`src/rtl/nibble_serial_add_ctrl.sv`:
```
// rtl/nibble_serial_add_ctrl.sv - nibble-serial sequencer driving an external 4-bit adder
//
// Accepts an operand pair plus carry-in on in_valid/in_ready and walks the
// operands through the external adder one nibble per cycle, LSB first. The
// adder's carry-out is chained into the next nibble. The assembled result is
// then offered on out_valid/out_ready.
//
// Ports:
//   clk, rst_n             clock, synchronous active-low reset
//   in_valid/in_ready      operand handshake
//   in_a, in_b, in_cin     operands (4*NIBBLES bits) and carry-in
//   add_a, add_b, add_cin  nibble and carry presented to the adder (0 outside RUN)
//   add_sum, add_cout      combinational return from the adder
//   out_valid/out_ready    result handshake
//   out_sum, out_cout      wide sum and carry out of the top nibble
//   out_ovf                signed overflow (only with SERIAL_ADD_OVF_EN defined)
//
// Optional macro: SERIAL_ADD_OVF_EN adds the out_ovf port.
module nibble_serial_add_ctrl #(
    parameter int NIBBLES = 4
) (
    input  logic                   clk,
    input  logic                   rst_n,
    input  logic                   in_valid,
    output logic                   in_ready,
    input  logic [4*NIBBLES-1:0]   in_a,
    input  logic [4*NIBBLES-1:0]   in_b,
    input  logic                   in_cin,
    output logic [3:0]             add_a,
    output logic [3:0]             add_b,
    output logic                   add_cin,
    input  logic [3:0]             add_sum,
    input  logic                   add_cout,
    output logic                   out_valid,
    input  logic                   out_ready,
    output logic [4*NIBBLES-1:0]   out_sum,
`ifdef SERIAL_ADD_OVF_EN
    output logic                   out_ovf,
`endif
    output logic                   out_cout
);

    localparam int W  = 4 * NIBBLES;
    localparam int CW = (NIBBLES > 1) ? $clog2(NIBBLES) : 1;
    localparam logic [CW-1:0] LAST = CW'(NIBBLES - 1);

    typedef enum logic [1:0] {
        IDLE = 2'd0,
        RUN  = 2'd1,
        DONE = 2'd2
    } state_t;

    state_t         state_q, state_d;
    logic [W-1:0]   opa_q, opa_d;
    logic [W-1:0]   opb_q, opb_d;
    logic           carry_q, carry_d;
    logic [CW-1:0]  cnt_q, cnt_d;
    logic [W-1:0]   res_q, res_d;
    logic           res_cout_q, res_cout_d;
    // res is built up nibble by nibble during RUN; out_sum is a separate copy
    // so the visible result only changes on entry to DONE.
    logic [W-1:0]   out_sum_q, out_sum_d;
`ifdef SERIAL_ADD_OVF_EN
    logic           ovf_q, ovf_d;
`endif

    always_ff @(posedge clk) begin
        if (!rst_n) begin
            state_q    <= IDLE;
            opa_q      <= '0;
            opb_q      <= '0;
            carry_q    <= 1'b0;
            cnt_q      <= '0;
            res_q      <= '0;
            res_cout_q <= 1'b0;
            out_sum_q  <= '0;
`ifdef SERIAL_ADD_OVF_EN
            ovf_q      <= 1'b0;
`endif
        end else begin
            state_q    <= state_d;
            opa_q      <= opa_d;
            opb_q      <= opb_d;
            carry_q    <= carry_d;
            cnt_q      <= cnt_d;
            res_q      <= res_d;
            res_cout_q <= res_cout_d;
            out_sum_q  <= out_sum_d;
`ifdef SERIAL_ADD_OVF_EN
            ovf_q      <= ovf_d;
`endif
        end
    end

    always_comb begin
        state_d    = state_q;
        opa_d      = opa_q;
        opb_d      = opb_q;
        carry_d    = carry_q;
        cnt_d      = cnt_q;
        res_d      = res_q;
        res_cout_d = res_cout_q;
        out_sum_d  = out_sum_q;
`ifdef SERIAL_ADD_OVF_EN
        ovf_d      = ovf_q;
`endif
        in_ready   = 1'b0;
        out_valid  = 1'b0;
        add_a      = 4'd0;
        add_b      = 4'd0;
        add_cin    = 1'b0;

        case (state_q)
            IDLE: begin
                in_ready = 1'b1;
                if (in_valid) begin
                    opa_d   = in_a;
                    opb_d   = in_b;
                    carry_d = in_cin;
                    cnt_d   = '0;
                    state_d = RUN;
                end
            end
            RUN: begin
                add_a   = opa_q[4*cnt_q +: 4];
                add_b   = opb_q[4*cnt_q +: 4];
                add_cin = carry_q;
                res_d[4*cnt_q +: 4] = add_sum;
                carry_d = add_cout;
                cnt_d   = cnt_q + 1'b1;
                if (cnt_q == LAST) begin
                    // res_d already holds the top nibble here, so the
                    // published copies see the complete result.
                    res_cout_d = add_cout;
                    out_sum_d  = res_d;
`ifdef SERIAL_ADD_OVF_EN
                    ovf_d = (opa_q[W-1] == opb_q[W-1]) && (res_d[W-1] != opa_q[W-1]);
`endif
                    state_d = DONE;
                end
            end
            DONE: begin
                out_valid = 1'b1;
                if (out_ready) begin
                    state_d = IDLE;
                end
            end
            default: begin
                state_d = IDLE;
            end
        endcase
    end

    assign out_sum  = out_sum_q;
    assign out_cout = res_cout_q;
`ifdef SERIAL_ADD_OVF_EN
    assign out_ovf  = ovf_q;
`endif

endmodule
```
`config.mk`:
```
export PLATFORM = sky130hd
export DESIGN_NAME = nibble_serial_add_ctrl
export DESIGN_NICKNAME = d
export VERILOG_FILES = /design/src/rtl/nibble_serial_add_ctrl.sv
export SDC_FILE = /design/constraint.sdc
export NUM_CORES = 1
export LEC_CHECK = 0
export ABC_AREA = 1
export CORE_MARGIN = 2
export CORE_UTILIZATION = 54
export DETAILED_ROUTE_END_ITERATION = 7
export PLACE_DENSITY_LB_ADDON = 0.1
export SYNTH_ARGS = -nofsm -noshare
export SYNTH_HDL_FRONTEND = slang
export SYNTH_SLANG_ARGS = --single-unit
```
`constraint.sdc`:
```
create_clock -name clk -period 4.26 [get_ports clk]
set_input_delay 0.639 -clock clk [delete_from_list [all_inputs] [get_ports clk]]
set_output_delay 0.639 -clock clk [all_outputs]
set_load 0.05 [all_outputs]
```
* Word level (Yosys, flattened, before mapping) *
Cells that the tools add are included.

storage, ports and cells
  bits in registers = 70
  bits in latches = 0
  memory bits (writable) = 0
  memory bits (read-only) = 0
  output and inout port bits = 28
  memories = 0

operators by class
  add/subtract/negate cells = 2
  multipliers = 0
  divide/modulo/power cells = 0
  magnitude comparators = 0
  eq/ne operators = 6
  shift operators = 4
  multiplexer cells = 14
  bitwise operators = 0
  reductions and logical operators = 6

operators by type and width
  cell                     number
  $neg 4->34               1
  $shift 4x34->16 const A  1
  $shiftx 4x34->16         1
  $shiftx 16x5->4          2
  $bwmux 16                1
  $mux 2                   4
  $mux 4                   2
  $ne 2x2->1 const B       3
  $pmux 2 s3               1
  $reduce_and 2->1         3
  $eq 2x2->1 const B       2
  $mux 1                   4
  $pmux 2 s2               1
  $reduce_and 3->1         1
  $add 2x1->2 const B      1
  $eq 2x1->1 const B       1
  $logic_not 2->1          1
  $pmux 1 s2               1
  $reduce_bool 2->1        1

* Logic depth before layout (Yosys ltp) *
Gate-level depths: netlist (run 1).

  depth in word-level cells = 3
  depth in mapped cells = 11
  depth with buffers taken out = 9

* Least setup slack after synthesis (run 1) *
Ideal clock, no wire load.

  kind = flip-flop to output port
  start = register cnt_q[1]
  end = output add_a[0]
  arrival time = 1722 ps
  required time = 3621 ps
  path slack = 1899 ps
  cell stages (with the launch flop) = 6
  path buffers = 1
  cell sequence = dfxtp_1 > buf_2 > clkinv_1 > nor2_1 > o21ai_0 > a21oi_1

between the ends
  longest elaborated chain between the ends = 2

RTL lines
  what                      line  RTL
  start: declaration        57    logic [CW-1:0] cnt_q, cnt_d;
  start signal: assignment  85    cnt_q <= cnt_d;
  $shiftx 16x5->4           125   add_a = opa_q[4*cnt_q +: 4];
  $mux 4                    113   case (state_q)
  end: declaration          29    output logic [3:0] add_a,

No other way between the ends.

* Worst setup path after layout (run 1) *
  start = register cnt_q[1]
  end = output add_a[1]

The elaborated chain is that of the path after synthesis.

==> reports/metrics.csv, run 1 <==
metric,value,unit
status,"finished, final reports clean",
area_delta_synth_final,28.8,%
crit_type,flip-flop to output pin,
peakVddDrop,0.241,mV
grt_first_pass_wirelength,12.6,mm
drt_iter0_drc,153,
syn_area,3080,sq um
ys_types,21,
die_area,6320,sq um
hold_viol,0,
dpl_cell_area,3760,sq um
dp_hpwl,4.83,mm
syn_area_per_cell,6.52,sq um
cap_violations,0,
r2r_cells,9,
io_pins,70,
via_count,3062,
crit_required,3620,ps
design_area,3970,sq um
gp_congestion,0.782,
skew,6.97,ps
clkSinkCount,66,
die_h,79.5,um
drc_errors,0,
gr-total-overflow,0,
synth.ff_latch_count,66,
diodes,0,
startpoint,cnt_q[1]$_SDFFE_PN0P_,
final_cell_mix,"nor2_1 (147), clkdlybuf4s50_1 (69), dfxtp_1 (66)",
relSlewSlack,38.8,%
cts_resized,0,
rsz0062_at_grt,false,
post_cts_buffers,0,
coreArea,5510,sq um
reg2reg_to,out_sum[7]$_SDFFE_PN0P_,
worstHoldPathType,flip-flop to flip-flop,
ys_seq_area_share,42.9,%
cts_made_buffers,9,
layout_min_cycle_time,3300,ps
finalPower,0.00148,W
drive_gt1_share,4.13,%
end_kind,output pin,
syn_inst,472,
die_w,79.5,um
vias_per_cell,5.06,
hold_start,out_cout$_SDFFE_PN0P_,
synth_nets,519,
worst_skew_pair.late_latency,350,ps
track_usage,25.2,%
cts_tree,built,
setup_viol,0,
dp_slack,1330,ps
fmax,0.303,GHz
fillers,474,
antenna_found_initial,0,
final_common_cell,nor2_1,
start_util,55.9,%
setup_ws,957,ps
r2r_slack,1980,ps
grt_pass1_vias,2906,
final.setup.tns,0,ps
worstMarginPinSlew,915,ps
routed_wl,7.31,mm
routedWlPerCell,12.1,um
powerDensity,373,nW/um^2
endpoint,add_a[1],
cp.arrival,2660,ps
grt_max_degree,41,
io_buffers,69,
cts-root-buf,clkbuf_8,
leakage,1.73,nW
r2r-start,cnt_q[1]$_SDFFE_PN0P_,
crit_fanout,12,
ant_nets,0,
nets,576,
clk_pin_slew,70,ps
cts_hold_buf,0,
htree_levels,3,
clockBufferDepth,2,
yosysWarnings,0,
startpoint_type,flip-flop,
slew_viol_final,0,
drt_first_pass_iters,4,
row_count,27,
period_share,77.5,%
[Yosys cell counts, drive strengths merged]
master / instances / area share [%]
buf: 15 / 2.4
a21oi: 23 / 3.7
nand3: 35 / 5.7
o21a: 1 / 0.24
inv: 53 / 6.5
and2: 1 / 0.20
nand4: 4 / 0.81
clkinv: 2 / 0.28
o21ai: 54 / 8.8
nor2: 149 / 18
clkbuf: 10 / 1.2
dfxtp: 66 / 43
nand2: 54 / 6.7
ha: 5 / 2.0
[flip-flops by register name, summed over array words and instances, names as in the netlist]
name and count:
opa_q 16, opb_q 16, out_sum 16, res_q 12, cnt_q 2, state_q 2, carry_q 1, out_cout 1
[final cells by class]
cell class / instances / area (sq um) / share of cell area, %
clock inverters: 2 / 35.0 / 0.884
multi-input cells: 326 / 1440 / 36.2
well taps: 72 / 90.1 / 2.27
inverters: 55 / 208 / 5.24
flip-flops and latches: 66 / 1320 / 33.3
repair buffers: 71 / 706 / 17.8
clock buffers: 13 / 169 / 4.26
[metrics by stage]
stage | instances | hold slack, ps | utilization (%)
floorplan | 472 | 449 | -
global placement | 590 | 457 | 68.3
detailed placement | 590 | 465 | 68.3
CTS | 605 | 474 | 72.0
global route | 605 | 500 | 72.0
finish | 605 | 470 | 72.0
[worst min-delay path by stage]
stage	to	slack (ps)	cells after the start
floorplan	opa_q[12]$_SDFFE_PN0P_	450	2
global placement	opa_q[4]$_SDFFE_PN0P_	460	2
detailed placement	out_cout$_SDFFE_PN0P_	460	2
CTS	out_cout$_SDFFE_PN0P_	470	2
global route	out_cout$_SDFFE_PN0P_	500	2
finish	out_cout$_SDFFE_PN0P_	470	2
[report_power, final]
group / leakage [nW] / switching [W] / total (W) / internal, W
registers: 0.542 / 0.0000214 / 0.000678 / 0.000656
clock network: 0.106 / 0.000234 / 0.000549 / 0.000315
logic: 1.08 / 0.000153 / 0.000252 / 0.0000988
[kinds of logic after synthesis]
| logic type | share of synthesized area, % |
|---|---|
| buffers and inverters | 10.4 |
| DFF | 42.9 |
| adders and majority gates | 2.03 |
| AOI/OAI and AO/OA | 12.8 |
| and+or+nand+nor | 31.9 |
[worst max-delay path: stages, from the launching register on]
cell and delay, ps:
dfxtp_1 560, clkinv_1 440, nor2_1 210, o21ai_0 120, a21oi_1 160, clkdlybuf4s50_1 820
[per-layer routing]
metal | GRT usage (%) | up-vias | share of wire [%]
li1 | - | 1582 | -
met1 | 29.5 | 1386 | 42
met2 | 44.2 | 80 | 50
met3 | 6.11 | 14 | 5.6
met4 | 9.83 | 0 | 1.8
met5 | 0 | - | 0
Power figures use the tool's default switching activity.
==> run 2, diff against run 1 <==
- CORE_UTILIZATION: 54 -> 50
- clock period: 4.26 -> 3.25 ns (I/O delays scaled with it)
==> run 2 against run 1 <==
Effect of this change:
- register-to-register slack worse by 790 ps
- largest cell class unchanged
- combinational power increased by 31%
- largest power group unchanged
- first-iteration DRC count fell by 9.2%
- cell count grew 0.83%
- clock skew up 5.6 ps
- flip-flop and latch count unchanged
- die area rose by 7.6%
- critical endpoint is now add_b[2]
- count of clock-buffer cells in the layout is the same
==> reports/metrics.csv, run 2 (synthesis gave the netlist of run 1 again) <==
metric,value,unit
ant_nets,0,
setup_viol,0,
powerDensity,495,nW/um^2
path_depth,6,
drt_iter0_drc,139,
clockBufferDepth,2,
period_share,89.8,%
grt_max_degree,41,
via_count,3000,
dpl.cell_count,595,
die_w,82.5,um
path_delay_family,buffers and inverters,
crit_fanout,12,
cts_resized,0,
vias_per_cell,4.92,
crit_slowest_cell,clkdlybuf4s50_1,
leakage,1.75,nW
gp_congestion,0.859,
r2r_cells,10,
io_pins,70,
end_kind,output pin,
layout_min_cycle_time,2920,ps
cp.arrival,2430,ps
status,"finished, final reports clean",
start_util,52.0,%
clk_pin_slew,60,ps
fin_util,67.5,%
crit_type,flip-flop to output pin,
seqCellArea,1320,sq um
rsz0062_at_grt,false,
cap_violations,0,
track_usage,22.8,%
skew,12.5,ps
crit_chain,buf_4 -> clkinv_1 -> nor2_1 -> o21ai_0 -> a21oi_1 -> clkdlybuf4s50_1,
worst_skew_pair.late_latency,340,ps
final.setup.tns,0,ps
final_common_cell,nor2_1,
startpoint_type,flip-flop,
worstHoldPathType,flip-flop to flip-flop,
io_buffers,69,
dp_hpwl,4.86,mm
htree_levels,3,
fillers,556,
clkSinkCount,66,
worstMarginPinSlew,832,ps
die_area,6800,sq um
antenna_found_initial,0,
stdcell_count,610,
cts-root-buf,clkbuf_8,
multi_input_area,1440,sq um
area_delta_synth_final,29.9,%
whs,471,ps
crit_buf_inv,3,
final_cell_mix,"nor2_1 (147), clkdlybuf4s50_1 (69), dfxtp_1 (66)",
crit_required,2760,ps
diodes,0,
slew_viol_final,0,
cp_slowest_stage_delay,830,ps
row_count,28,
worstHoldPathCells,2,
cts_made_buffers,9,
drc_errors,0,
routed_wl,7.19,mm
drive_gt1_share,4.30,%
cts_tree,built,
grt_first_pass_wirelength,11.8,mm
cts_hold_buf,0,
nets,578,
drt_first_pass_iters,4,
gr-total-overflow,0,
peakVddDrop,0.339,mV
relSlewSlack,44.5,%
routedWlPerCell,11.8,um
post_cts_buffers,0,
grt_pass1_vias,2675,
hold_viol,0,
coreArea,5920,sq um
fmax,0.343,GHz
die_h,82.5,um
## run 2: worst register-to-register path, cell delays in order (launching register included)
cell	delay (ps)
dfxtp_1	320
buf_4	180
clkinv_1	330
ha_1	390
inv_1	200
nand2_1	80
nor2_1	190
nand2_1	120
nand3_1	100
nand2_1	70
inv_1	50
## run 2: layout make-up
class	instances	share of cell area (%)
clock buffers	13	3.97
clock inverters	2	1.50
inverters	55	5.19
multi-input cells	326	35.9
flip-flops and latches	66	33.0
well taps	75	2.35
repair buffers	73	18.0
## run 2: path summary, 6_finish.rpt
kind | startpoint | endpoint | slack (ps)
setup / recovery | cnt_q[1]$_SDFFE_PN0P_ | add_b[2] | 330
hold / removal | out_cout$_SDFFE_PN0P_ | out_cout$_SDFFE_PN0P_ | 470
setup reg to reg | cnt_q[1]$_SDFFE_PN0P_ | out_sum[6]$_SDFFE_PN0P_ | 1190
hold reg to reg | out_cout$_SDFFE_PN0P_ | out_cout$_SDFFE_PN0P_ | 470
## run 2: report_power, final
group | leakage [nW] | total, W | switching (W) | internal, W
logic | 1.09 | 0.000329 | 0.000197 | 0.000131
registers | 0.542 | 0.000886 | 0.0000262 | 0.000860
clock network | 0.110 | 0.000765 | 0.000295 | 0.000471
## run 2: layer usage
| metal | vias to the layer above | part of all wire (%) | global-route usage, % |
|---|---|---|---|
| met4 | 0 | 2.0 | 9.83 |
| li1 | 1585 | - | - |
| met3 | 13 | 5.0 | 5.33 |
| met5 | - | 0 | 0 |
| met1 | 1338 | 45 | 27.2 |
| met2 | 64 | 48 | 39.1 |
## run 2: through the flow
stage          total power (W)  instance area [sq um]  setup WS, ps
3_3_place_gp           0.00123                   3780           722
5_1_grt                0.00207                   4000           109
2_1_floorplan          0.00112                   3080          1040
4_1_cts                0.00199                   4000           310
6_report               0.00198                   4000           332
3_5_place_dp           0.00123                   3780           668
==> run 3, diff against run 2 <==
- CORE_MARGIN: 2 -> default
- SLEW_MARGIN: default -> 20
==> run 3 against run 2 <==
Effect of this change:
- fmax up 4.2%
- critical path depth down 2
- sequential share of layout area up 0.41 points
- flip-flop and latch count unchanged
- combinational power about the same
- utilization down 0.82 points
- wire length down 1.3%
- clock power down 20%
- global-route usage up 1.1 points
- via count up 1.7%
- design area down 1.2%
==> reports/metrics.csv, run 3 (synthesis gave the netlist of run 1 again) <==
metric,value,unit
cp.arrival,2310,ps
grt_pass1_vias,2748,
rsz0062_at_grt,false,
cts_resized,0,
cts_hold_buf,0,
crit_type,flip-flop to output pin,
end_kind,output pin,
dpl.cell_count,595,
leakage,1.73,nW
peakVddDrop,0.315,mV
routed_wl,7.09,mm
setup_ws,449,ps
grt_first_pass_wirelength,11.7,mm
worst_skew_pair.late_latency,340,ps
fmax,0.357,GHz
final.setup.tns,0,ps
drc_errors,0,
whs,468,ps
cts_made_buffers,9,
crit_fanout,23,
period_share,86.2,%
cts_tree,built,
drive_gt1_share,4.49,%
worstHoldPathCells,2,
slew_viol_final,0,
nets,578,
worstMarginPinSlew,852,ps
r2r_cells,7,
post_cts_buffers,0,
via_count,3050,
track_usage,23.9,%
coreArea,5920,sq um
gr-total-overflow,0,
relSlewSlack,43.2,%
status,"finished, final reports clean",
clk_pin_slew,70,ps
cap_violations,0,
clockBufferDepth,2,
final_cell_mix,"nor2_1 (147), clkdlybuf4s50_1 (69), dfxtp_1 (66)",
final_common_cell,nor2_1,
powerDensity,462,nW/um^2
htree_levels,3,
layout_min_cycle_time,2800,ps
grt_max_degree,41,
startpoint_type,flip-flop,
crit_required,2760,ps
stdcell_count,610,
die_area,6470,sq um
area_delta_synth_final,28.3,%
skew,6.44,ps
antenna_found_initial,0,
vias_per_cell,5.00,
routedWlPerCell,11.6,um
gp_congestion,0.794,
io_buffers,69,
diodes,0,
io_pins,70,
dp_slack,784,ps
cts-root-buf,clkbuf_8,
clkSinkCount,66,
ant_nets,0,
hold_viol,0,
row_count,28,
start_util,52.0,%
die_h,80.5,um
drt_iter0_drc,151,
dp_hpwl,4.75,mm
setup_viol,0,
worstHoldPathType,flip-flop to flip-flop,
drt_first_pass_iters,6,
die_w,80.5,um
[run 3: cell types whose count changed in the layout (fill, tap and decap cells not counted)]
cell       before  now
clkbuf_1        2    1
bufinv_16       2    0
clkinv_2        1    4
[run 3: metrics by stage]
stage          util [%]  area [sq um]  total power, W
2_1_floorplan         -          3080         0.00112
6_report           66.7          3950         0.00182
3_3_place_gp       63.8          3780         0.00122
4_1_cts            66.7          3950         0.00184
5_1_grt            66.7          3950         0.00192
3_5_place_dp       63.8          3780         0.00123
[run 3: area by class of cell]
class                           count  area (sq um)
Inverter                           55           208
Tap cell                           75          93.8
Clock buffer                       12           155
Fill cell                         560          1970
Sequential cell                    66          1320
Timing Repair Buffer               73           721
Multi-Input combinational cell    326          1440
Clock inverter                      3          15.0
[run 3: worst max-delay path, cell delays in order (launching register included)]
cell             delay, ps
dfxtp_1                310
inv_1                  450
o21ai_0                190
a21oi_1                200
clkdlybuf4s50_1        830
[run 3: path summary, 6_finish.rpt]
kind / from / slack [ps] / endpoint
worst max-delay path: cnt_q[0]$_SDFFE_PN0P_ / 450 / add_b[2]
worst min-delay path: out_cout$_SDFFE_PN0P_ / 470 / out_cout$_SDFFE_PN0P_
worst max register to register: state_q[0]$_SDFFE_PN0P_ / 1240 / out_sum[10]$_SDFFE_PN0P_
worst min register to register: out_cout$_SDFFE_PN0P_ / 470 / out_cout$_SDFFE_PN0P_
[run 3: power by group]
group          internal, W  switching (W)
clock             0.000311       0.000298
combinational     0.000131       0.000198
sequential        0.000860      0.0000266
[run 3: per-layer routing]
metal | vias to the layer above | wire length (um) | share of wire (%) | global-route usage (%)
met2 | 69 | 3510 | 49 | 42.2
li1 | 1590 | - | - | -
met4 | 0 | 107 | 1.5 | 8.93
met5 | - | 0 | 0 | 0
met1 | 1383 | 3110 | 44 | 26.5
met3 | 8 | 368 | 5.2 | 7.73
